===== config.mk =====
export PLATFORM = sky130hd
export DESIGN_NAME = phase_gen
export DESIGN_NICKNAME = d
export VERILOG_FILES = /design/src/rtl/phase_pkg.sv /design/src/rtl/phase_gen_wait_timer.sv /design/src/rtl/phase_gen.sv
export SDC_FILE = /design/constraint.sdc
export NUM_CORES = 1
export LEC_CHECK = 0
export ABC_AREA = 0
export CAP_MARGIN = 20
export CORE_MARGIN = 2
export CORE_UTILIZATION = 42
export DETAILED_ROUTE_END_ITERATION = 7
export PLACE_DENSITY = 0.68
export REMOVE_ABC_BUFFERS = 1
export SYNTH_ARGS = -nofsm -noshare
export SYNTH_HDL_FRONTEND = slang
export SYNTH_HIERARCHICAL = 1
export SYNTH_SLANG_ARGS = --single-unit
export TNS_END_PERCENT = 20

===== constraint.sdc =====
create_clock -name clk -period 2.9 [get_ports clk]
set_clock_uncertainty 0.1 [all_clocks]
set_input_delay 0.29 -clock clk [delete_from_list [all_inputs] [get_ports clk]]
set_output_delay 0.29 -clock clk [all_outputs]
set_load 0.1 [all_outputs]

===== src/rtl/phase_pkg.sv =====
// Shared phase constants, FSM state type and phase decode helper.
// Used by phase_gen; the optional PHASE_GEN_STEP_EN build lives in phase_gen.
package phase_pkg;

    localparam int PHASE_W = 5;
    localparam int F_IDX   = 0;
    localparam int R_IDX   = 1;
    localparam int X_IDX   = 2;
    localparam int M_IDX   = 3;
    localparam int W_IDX   = 4;

    typedef enum logic [2:0] {
        FWAIT,
        F,
        R,
        X,
        M,
        W,
        HALT,
        FAULT
    } state_t;

    function automatic logic [PHASE_W-1:0] phase_of(input state_t s);
        logic [PHASE_W-1:0] p;
        p = '0;
        case (s)
            F:       p[F_IDX] = 1'b1;
            R:       p[R_IDX] = 1'b1;
            X:       p[X_IDX] = 1'b1;
            M:       p[M_IDX] = 1'b1;
            W:       p[W_IDX] = 1'b1;
            default: p = '0;
        endcase
        return p;
    endfunction

endpackage


===== src/rtl/phase_gen_wait_timer.sv =====
// Handshake wait counter shared by the fetch and data-access waits.
// Ports: clk, rst, clear (entry to a wait), tick (waiting), done (ack), expired.
module wait_timer #(
    parameter int TIMEOUT = 255
) (
    input  logic clk,
    input  logic rst,
    input  logic clear,
    input  logic tick,
    input  logic done,
    output logic expired
);

    localparam int CW = (TIMEOUT < 2) ? 1 : $clog2(TIMEOUT);
    localparam logic [CW-1:0] LAST =
        (TIMEOUT > 0) ? CW'(TIMEOUT - 1) : '0;

    logic [CW-1:0] cnt;

    always_ff @(posedge clk) begin
        if (rst || clear) begin
            cnt <= '0;
        end else if (tick && !done) begin
            cnt <= cnt + 1'b1;
        end
    end

    // An ack on the last allowed cycle suppresses expiry.
    assign expired = (TIMEOUT > 0) && tick && !done && (cnt == LAST);

endmodule


===== src/rtl/phase_gen.sv =====
// Five-phase instruction sequencer with fetch/data handshakes and timeout.
// Ports: clk, rst, phase, imem_req/ack, dmem_req/ack, mem_op, halt_in, run,
// halted, fault, instr_count; step_mode/step when PHASE_GEN_STEP_EN is defined.
module phase_gen
    import phase_pkg::*;
#(
    parameter int TIMEOUT = 255,
    parameter int CNT_W   = 32
) (
    input  logic               clk,
    input  logic               rst,
    output logic [PHASE_W-1:0] phase,
    output logic               imem_req,
    input  logic               imem_ack,
    output logic               dmem_req,
    input  logic               dmem_ack,
    input  logic               mem_op,
    input  logic               halt_in,
    input  logic               run,
`ifdef PHASE_GEN_STEP_EN
    input  logic               step_mode,
    input  logic               step,
`endif
    output logic               halted,
    output logic               fault,
    output logic [CNT_W-1:0]   instr_count
);

    state_t state;
    state_t state_n;
    logic   mem_op_q;
    logic   tick;
    logic   done;
    logic   clear;
    logic   expired;
    logic   go_halt;
    logic   wake;

`ifdef PHASE_GEN_STEP_EN
    assign go_halt = halt_in || step_mode;
    assign wake    = run || step;
`else
    assign go_halt = halt_in;
    assign wake    = run;
`endif

    // Acks only count while the matching request is up.
    assign tick = (state == FWAIT) || ((state == M) && mem_op_q);
    assign done = ((state == FWAIT) && imem_ack)
               || ((state == M) && mem_op_q && dmem_ack);

    assign clear = (state_n != state)
                && ((state_n == FWAIT) || (state_n == M));

    wait_timer #(
        .TIMEOUT(TIMEOUT)
    ) u_timer (
        .clk    (clk),
        .rst    (rst),
        .clear  (clear),
        .tick   (tick),
        .done   (done),
        .expired(expired)
    );

    always_ff @(posedge clk) begin
        if (rst) begin
            state       <= FWAIT;
            mem_op_q    <= 1'b0;
            instr_count <= '0;
        end else begin
            state <= state_n;
            if (state == X) begin
                mem_op_q <= mem_op;
            end
            if (state == W) begin
                instr_count <= instr_count + 1'b1;
            end
        end
    end

    always_comb begin
        state_n = state;
        unique case (state)
            FWAIT: begin
                if (imem_ack) begin
                    state_n = F;
                end else if (expired) begin
                    state_n = FAULT;
                end
            end
            F: state_n = R;
            R: state_n = X;
            X: state_n = M;
            M: begin
                if (!mem_op_q || dmem_ack) begin
                    state_n = W;
                end else if (expired) begin
                    state_n = FAULT;
                end
            end
            W:     state_n = go_halt ? HALT : FWAIT;
            HALT:  state_n = wake ? FWAIT : HALT;
            FAULT: state_n = FAULT;
            default: state_n = FWAIT;
        endcase
    end

    assign phase    = phase_of(state);
    assign imem_req = (state == FWAIT);
    assign dmem_req = (state == M) && mem_op_q;
    assign halted   = (state == HALT);
    assign fault    = (state == FAULT);

endmodule


==> summary.txt <==
RSZ-0062 raised after global routing -> false
Setup TNS -> 0 ns
Post-CTS sizing -> 0
Leak -> 0.982 nW
Final hold vios -> 0
Total Nets Final -> 316
Total Routed Length -> 4780 um
Routed vias -> 2045
Pins over their slew limit -> 0
Routed len/inst -> 12.7 um
Vias per cell -> 5.44
Clock transition at path regs -> 0.08 ns
Outcome -> finished clean
Asr flop ratio synth -> 0%
Pwr Density -> 520 nW/um^2
Vias in the first global route -> 1862
Crit share post-route -> 84.4%
Global route overflow -> 0
Largest net degree at the start of global routing -> 40
Setup slack, reg-to-reg -> 0.45 ns
Max VDD drop -> 575 uV
Sequential element share of the synthesized area -> 39.4%
Clk sinks -> 44
# port buffers -> 47
Total CTS buffers -> 5
HP Class -> register to register
Final Core Density -> 52.7%
Max Clk Rate -> 409 MHz
Crit path kind -> register to register
Synth cell types -> 45
Pre-antenna DRT Iters -> 4
DIE WIDTH -> 77.0 um
Post-DP Area -> 2620 um^2
Mean cell area of the mapped netlist -> 8.34 um^2
Residual DRC -> 0
Critical Path Slowest Stage Cell -> or4b_1
Yosys warns -> 6
Number of synthesized flops with an enable pin -> 0
Post-synth top flop -> dfxtp_1
Fillers -> 493
Total Routing Usage GR -> 16.6%
Cells on worst reg2reg path -> 4
Final setup viols -> 0
Die Height -> 77.0 um
Slew @ Worst Pin -> 0.611 ns
Ports -> 48
Worst-path cell chain -> and4b_1 -> or4b_1 -> or4_1 -> a21oi_1
Ant diodes -> 0
First-pass GRT wire length -> 8110 um
Cts hold-fix bufs -> 0
Largest delay share family, worst path -> simple AND/OR/NAND/NOR gates
Worst Min Path Start -> u_timer/cnt[7]$_SDFFE_PP0P_
Clock latency at the later pin of the worst-skew pair -> 0.30 ns
Worst hold margin -> 0.386 ns
Die area -> 5920 um^2
Relative slew margins -> 59.2%
Root buf cell -> clkbuf_8
Share of cells above drive strength 1 -> 19.3%
Gp weighted congestion -> 0.786
Mapped Cells -> 268
Reg2Reg Capture Point -> instr_count[27]$_SDFFE_PP0N_
Worst EP arrival -> 2.58 ns
Post-CTS Setup Inserts -> 0
Routed Antenna Nets -> 0
Initial DRC count -> 109
Core box area -> 5110 um^2
Initial antenna violation count -> 0
Maxcap violations -> 0
CTS tree -> built
Max Root-Sink Buffers -> 2
FP Rows -> 26
CTS H-Tree Depth -> 2
Mapped Area -> 2240 um^2
Post-DP HPWL -> 3290 um
Starting Density -> 43.8%
Worst Hold Endpoint -> u_timer/cnt[7]$_SDFFE_PP0P_
Worst path max stage delay -> 0.76 ns
Crit path time final -> 2.45 ns
Crit path required time -> 3.03 ns
Reg2reg start -> state[0]$_SDFF_PP0_
Post-route cell area -> 2690 um^2
Area delta synth->final -> 20.5%
Max FO, Critical Path -> 22
Worst path bufs/invs -> 0
Cells on Worst Hold Path -> 2
CP Capture Type -> register
Synthesized flop and latch total -> 44
Startpoint type of the worst setup path -> register
==> state kept, by name, indices dropped and copies added (netlist names) <==
name,count
u_timer/cnt,8
instr_count,32
mem_op_q,1
state,3
==> worst reg2reg max path: stages, from the launching register on <==
cell and delay (ns):
dfxtp_1 0.50, and4b_1 0.30, or4b_1 0.76, or4_1 0.57, a21oi_1 0.15
==> area by class of cell <==
cell class / instances / area (um^2) / area share, %
flip-flops and latches: 44 / 881 / 32.7
inverters: 12 / 45.0 / 1.67
multi-input cells: 194 / 1220 / 45.3
repair buffers: 49 / 383 / 14.2
well taps: 70 / 87.6 / 3.25
clock inverters: 1 / 5.00 / 0.186
clock buffers: 6 / 72.6 / 2.69
==> power by group <==
group,internal (mW),switching (mW)
Clock,0.164,0.201
Combinational,0.106,0.258
Sequential,0.628,0.0426
==> per-layer routing <==
layer | track usage [%] | up-vias | routed length [um] | share of wire, %
li1 | - | 1058 | - | -
met1 | 21.5 | 934 | 2340 | 49
met2 | 27.0 | 46 | 2150 | 45
met3 | 3.76 | 7 | 214 | 4.5
met4 | 6.00 | 0 | 68 | 1.4
met5 | 0 | - | 0 | 0
==> logic make-up (layout without fill, tap and decap cells) <==
family,count (synthesis),after routing,share of synthesized area (%)
compound gates,63,63,16.7
flops,44,44,39.4
buf+inv,30,68,6.04
fa+ha+maj,3,3,1.68
simple gates,114,114,30.4
mux,3,3,1.45
xor+xnor,11,11,4.31
==> placed cells by master (no fill, tap or decap), drive strengths merged, types with 10 or more instances in the layout <==
| cell type | count |
|---|---|
| buf | 43 |
| nand2 | 18 |
| dfxtp | 44 |
| nor2 | 20 |
| o31ai | 16 |
| a21oi | 28 |
| inv | 12 |
| nand3 | 10 |
| or4 | 19 |
| o21ai | 12 |
==> synthesized netlist by cell type, types with 2 or more instances <==
| master | number | area share (%) |
|---|---|---|
| or4_4 | 2 | 1.0 |
| nor2_1 | 20 | 3.4 |
| or2_2 | 2 | 0.56 |
| and3_1 | 4 | 1.1 |
| or3_1 | 8 | 2.2 |
| o21a_1 | 2 | 0.67 |
| xnor2_1 | 5 | 2.0 |
| or4_1 | 17 | 5.7 |
| buf_6 | 2 | 1.0 |
| mux2_2 | 2 | 1.0 |
| nand2_1 | 18 | 3.0 |
| buf_4 | 2 | 0.67 |
| a21oi_1 | 28 | 6.3 |
| nor4_1 | 3 | 0.84 |
| xor2_1 | 6 | 2.4 |
| nand4_1 | 3 | 0.84 |
| nand3_1 | 9 | 2.0 |
| nand4_2 | 2 | 1.1 |
| ha_1 | 3 | 1.7 |
| o21ai_0 | 12 | 2.7 |
| o31ai_1 | 16 | 5.4 |
| nor3_1 | 8 | 1.8 |
| nand3b_1 | 4 | 1.3 |
| inv_1 | 12 | 2.0 |
| nor2b_1 | 3 | 0.84 |
| clkbuf_1 | 13 | 2.2 |
| dfxtp_1 | 44 | 39 |
==> metrics by stage <==
step | power, mW | std cells | worst slack, ns
global placement | 1.05 | 369 | 0.519
detailed placement | 1.05 | 369 | 0.469
global route | 1.47 | 376 | 0.264
CTS | 1.41 | 376 | 0.459
floorplan | 0.963 | 250 | -1.23
finish | 1.40 | 376 | 0.452
==> worst max path at each step <==
stage                                   start                            to  slack (ns)  cells past startpoint
after floorplan           state[2]$_SDFF_PP0_           state[0]$_SDFF_PP0_       -1.23                      8
after global routing      state[1]$_SDFF_PP0_           state[0]$_SDFF_PP0_        0.26                      9
after detailed placement  state[0]$_SDFF_PP0_  instr_count[27]$_SDFFE_PP0N_        0.47                      4
after CTS                 state[0]$_SDFF_PP0_  instr_count[27]$_SDFFE_PP0N_        0.46                      4
after global placement    state[0]$_SDFF_PP0_  instr_count[31]$_SDFFE_PP0N_        0.52                      4
final                     state[0]$_SDFF_PP0_  instr_count[27]$_SDFFE_PP0N_        0.45                      4
Note: power is estimated with default switching activity, not from simulation.
==> variant 1, RTL diff (same settings) <==
Change the package constant `PHASE_W` from 5 to 7.
--- a/src/rtl/phase_pkg.sv
+++ b/src/rtl/phase_pkg.sv
@@ -2,7 +2,7 @@
 // Used by phase_gen; the optional PHASE_GEN_STEP_EN build lives in phase_gen.
 package phase_pkg;
 
-    localparam int PHASE_W = 5;
+    localparam int PHASE_W = 7;
     localparam int F_IDX   = 0;
     localparam int R_IDX   = 1;
     localparam int X_IDX   = 2;
Interface: changed (resized phase); port bits go from 48 to 50. No check against the original RTL was run, so the function may have changed too.
==> variant 1 against the unedited design <==
Non-clock buffer count unchanged. Sequential power is essentially flat. First-iteration DRC count decreased by 9.2%. Critical path depth unchanged. Sequential cell count stayed put. Synthesized area grew 0.84%. Wire length up 1.7%. Design area rose by 1.4%. Via count up 0.44%. Worst setup slack worse by 0.0076 ns. Total power rose by 8.5%. Largest cell class unchanged.
==> variant 1: results (changes against the unedited design) <==
[logic_synthesis]
ys_types=46  ; +2.2%
synth-async-reset-ratio=0  ; unchanged
synth_edf_count=0  ; unchanged
synth_cells=271  ; +1.1%
ys_seq_area_frac=0.391  ; -0.00328
synth.area.top_cells=dfxtp_1 (39%), a21oi_1 (6.2%), or4_1 (5.7%)

[critical_path]
arrival_ns=2.60  ; +0.02 ns

[layout]
drive_above_1_share=0.194  ; +0.00136
nets=318  ; +0.63%
diodes=0  ; unchanged
nFillCells=496  ; +0.61%

[global_route]
grt_pass1_vias=1769  ; -5.0%
use_met3=0.0553  ; +0.0176
use_met2=0.257  ; -0.0128
grt_use_met1=0.226  ; +0.0106
track_usage=0.167  ; +0.000580
grt_pass1_wl_um=8180  ; +0.76%

[run_status]
status=finished clean

[detailed_routing]
routed_wl_um=4860  ; +1.7%
wire_per_inst_um=12.8  ; +0.87%
drt_iter0_markers=99  ; -9.2%

[place]
placed_area_um2=2620  ; +0.29%
dp_hpwl_um=3320  ; +0.87%
post-place-cells=371  ; +0.54%
gp_congestion=0.765  ; -2.6%
port_buffers=47  ; unchanged

[power_and_ir_drop]
power.leakage_nw=1.00  ; +2.1%
vdd_drop_max_mv=0.600  ; +4.5%

[timing]
max_slew_margin=0.592  ; about the same

-- variant 1: metal layers --
metal	up-vias	routed length (µm)
li1	1061	-
met1	944	2400
met2	47	2190
met3	2	244
met4	0	23
met5	-	0
-- variant 1: metrics by stage --
stage	utilization	worst slack, ns
floorplan	-	-1.23
detailed placement	0.510	0.458
CTS	0.531	0.454
finish	0.531	0.445
global placement	0.510	0.511
global route	0.531	0.207
-- variant 1: critical path: cells and delay by family, from the launching register on --
kind               cells  cell delay (ns)
DFF                    1             0.50
and+or+nand+nor        3             1.65
AOI/OAI and AO/OA      1             0.15
-- variant 1: path summary, 6_finish.rpt --
kind | from | end | slack (ns) | cells past startpoint
setup / recovery | state[0] | instr_count[27] | 0.44 | 4
hold / removal | u_timer/cnt[7] | u_timer/cnt[7] | 0.39 | 2
setup reg to reg | state[0] | instr_count[27] | 0.44 | 4
hold reg to reg | u_timer/cnt[7] | u_timer/cnt[7] | 0.39 | 2
-- variant 1: area by class of cell --
type	instances	area, µm²	area share
clock inverters	2	35.0	0.0128
inverters	12	45.0	0.0165
multi-input cells	196	1230	0.449
well taps	70	87.6	0.0321
flip-flops and latches	44	881	0.322
clock buffers	6	72.6	0.0266
repair buffers	49	383	0.140
-- variant 1: cells by family (layout without fill, tap and decap cells) --
logic type,count (synthesis),count (layout),share of synthesized area
and+or+nand+nor,114,114,0.301
other,1,2,0.00166
muxes,3,3,0.0144
buffers and inverters,32,69,0.0666
adders and majority gates,3,3,0.0166
DFF,44,44,0.391
xor gates and xnor gates,11,11,0.0427
AOI/OAI and AO/OA,63,63,0.166
-- variant 1: power breakdown --
group          total (mW)  switching [mW]  internal [mW]
clock               0.468           0.212          0.256
combinational       0.381           0.274          0.107
sequential          0.670          0.0415          0.628
total                1.52           0.528          0.991
==> variant 2, RTL diff (same settings) <==
Without the edit above. Register the output `instr_count` once more, with the module's reset; this adds one clock of latency there. The other outputs are not delayed to match.
--- a/src/rtl/phase_gen.sv
+++ b/src/rtl/phase_gen.sv
@@ -25,6 +25,8 @@
     output logic               fault,
     output logic [CNT_W-1:0]   instr_count
 );
+
+    logic [CNT_W-1:0] instr_count_s0;
 
     state_t state;
     state_t state_n;
@@ -67,14 +69,14 @@
         if (rst) begin
             state       <= FWAIT;
             mem_op_q    <= 1'b0;
-            instr_count <= '0;
+            instr_count_s0 <= '0;
         end else begin
             state <= state_n;
             if (state == X) begin
                 mem_op_q <= mem_op;
             end
             if (state == W) begin
-                instr_count <= instr_count + 1'b1;
+                instr_count_s0 <= instr_count_s0 + 1'b1;
             end
         end
     end
@@ -112,5 +114,13 @@
     assign halted   = (state == HALT);
     assign fault    = (state == FAULT);
 
+    always_ff @(posedge clk) begin
+        if (rst) begin
+            instr_count <= '0;
+        end else begin
+            instr_count <= instr_count_s0;
+        end
+    end
+
 endmodule
 
Behaviour: not the same (a bounded check fails within 10 cycles, from zero or initial values and one cycle with rst high).
==> variant 2 against the unedited design <==
Final cell count grew 27%. Fmax shrank 1.4%. Worst setup slack lost 0.036 ns. Design area grew 36%. Sequential cell count grew 32. First-iteration DRC count grew 23%. Wire length grew 20%. Critical path depth is the same. Sequential share of layout area grew 8.7 points. Synthesized area grew 37%. Total power grew 64%. Count of clock-buffer cells in the layout grew 6. Critical path type unchanged. Largest cell class is now flip-flops and latches.
==> variant 2: results (changes against the unedited design) <==
[run_status]
status=finished clean

[logic_synthesis]
synth-async-reset-ratio=0  ; unchanged
syn_avg_cell_area_um2=9.20  ; +10%
ys_types=45  ; unchanged
ys_seq_area_frac=0.498  ; +0.104
yosys_warnings=6  ; unchanged
synth.area.top_cells=dfxtp_1 (50%), nor2b_1 (5.5%), a21oi_1 (4.8%)
synthTopCellsByCount=dfxtp_1 (76), a21oi_1 (29), nor2b_1 (27)

[cts]
htree_levels=3  ; +1
insertion_delay_ns=0.34  ; +0.04 ns
path_clk_slew_ns=0.07
cts_made_buffers=9  ; +4
post_cts_resized=0  ; unchanged
cts_tree=built
cts_root_buffer=clkbuf_8
postCtsSetupBuffers=0  ; unchanged
cts_buffer_depth=2  ; unchanged

[place]
gp_congestion=0.847  ; +7.8%
dp_hpwl_um=3830  ; +16%
port_buffers=47  ; unchanged
dpl_worst_slack_ns=0.449  ; -0.0202 ns
placed_area_um2=3470  ; +32%
post-place-cells=461  ; +25%

[power_and_ir_drop]
power.switching_mw=0.666  ; +33%
power.leakage_nw=1.36  ; +38%
vdd_drop_max_mv=0.457  ; -21%

[global_route]
use_met2=0.248  ; -0.0217
grt_use_met1=0.192  ; -0.0235
grt_pass1_vias=2240  ; +20%
grt_start_max_net_pins=52  ; +30%
grt_pass1_wl_um=9680  ; +19%
grt_antenna_before_repair=0  ; unchanged
track_usage=0.156  ; -0.0106
use_met3=0.0332  ; -0.00441

[critical_path]
cpMaxStageDelayCell=or4b_1
arrival_ns=2.61  ; +0.03 ns
critPathMaxStageDelay_ns=0.77
cpLargestDelayFamily=simple AND/OR/NAND/NOR gates
cp_max_fo=22  ; unchanged

[detailed_routing]
drt_iter0_markers=134  ; +23%
num_vias=2472  ; +21%
drt_pass1_iterations=4  ; unchanged
wire_per_inst_um=12.0  ; -5.3%

[layout]
nFillCells=679  ; +38%
drive_above_1_share=0.178  ; -0.0151
reg_top3=instr_count: 32 flops, instr_count_s0: 32 flops, u_timer/cnt: 8 flops
nets=383  ; +21%
area_delta_synth_final_pct=20.3
diodes=0  ; unchanged
stdcell_count=476  ; +27%

[hold_path]
min_path_type=primary input to flop

[timing]
final-max-slew-violation-count=0  ; unchanged
worst_pin_slew_ns=0.628  ; +0.0168 ns

## variant 2: logic make-up (layout without fill, tap and decap cells)
logic type | Yosys count | count (layout) | share of synthesized area
flip-flops | 76 | 76 | 0.498
adder cells (fa/ha/maj) | 3 | 3 | 0.0123
AO/OA/AOI/OAI | 65 | 65 | 0.125
AND/OR/NAND/NOR | 146 | 146 | 0.284
XOR/XNOR | 11 | 11 | 0.0315
multiplexers | 2 | 2 | 0.00696
buffers and inverters | 29 | 74 | 0.0422
## variant 2: path summary, 6_finish.rpt
kind,start,endpoint,slack (ns),depth (start not counted)
setup reg to reg,state[0],instr_count_s0[31],0.42,4
setup / recovery,state[0],instr_count_s0[31],0.42,4
hold / removal,rst,instr_count_s0[5],0.24,2
hold reg to reg,instr_count_s0[30],instr_count_s0[30],0.38,2
## variant 2: power by group through the flow
stage	sequential [mW]	combinational (mW)	clock [mW]
2_1_floorplan	1.13	0.274	0
3_3_place_gp	1.13	0.363	0
3_5_place_dp	1.13	0.367	0
4_1_cts	1.11	0.369	0.851
5_1_grt	1.12	0.399	0.888
6_report	1.11	0.368	0.826
## variant 2: final cells by class
type                       instances  share of cell area
tap                               99              0.0337
clock buffer                      12              0.0449
clock inverter                     3              0.0123
multi-input combinational        227               0.382
timing repair buffer              49               0.103
inverter                          10              0.0102
sequential                        76               0.414
## variant 2: routing by layer
layer | wire length [µm] | part of all wire | vias to the layer above
li1 | - | - | 1266
met1 | 2790 | 0.49 | 1143
met2 | 2610 | 0.46 | 55
met3 | 242 | 0.042 | 8
met4 | 85 | 0.015 | 0
met5 | 0 | 0 | -
## variant 2: worst register-to-register path, stage by stage, from the launching register on
cell and delay (ns):
dfxtp_1 0.50, and4b_1 0.32, or4b_1 0.77, nor4_1 0.32, mux2_2 0.37
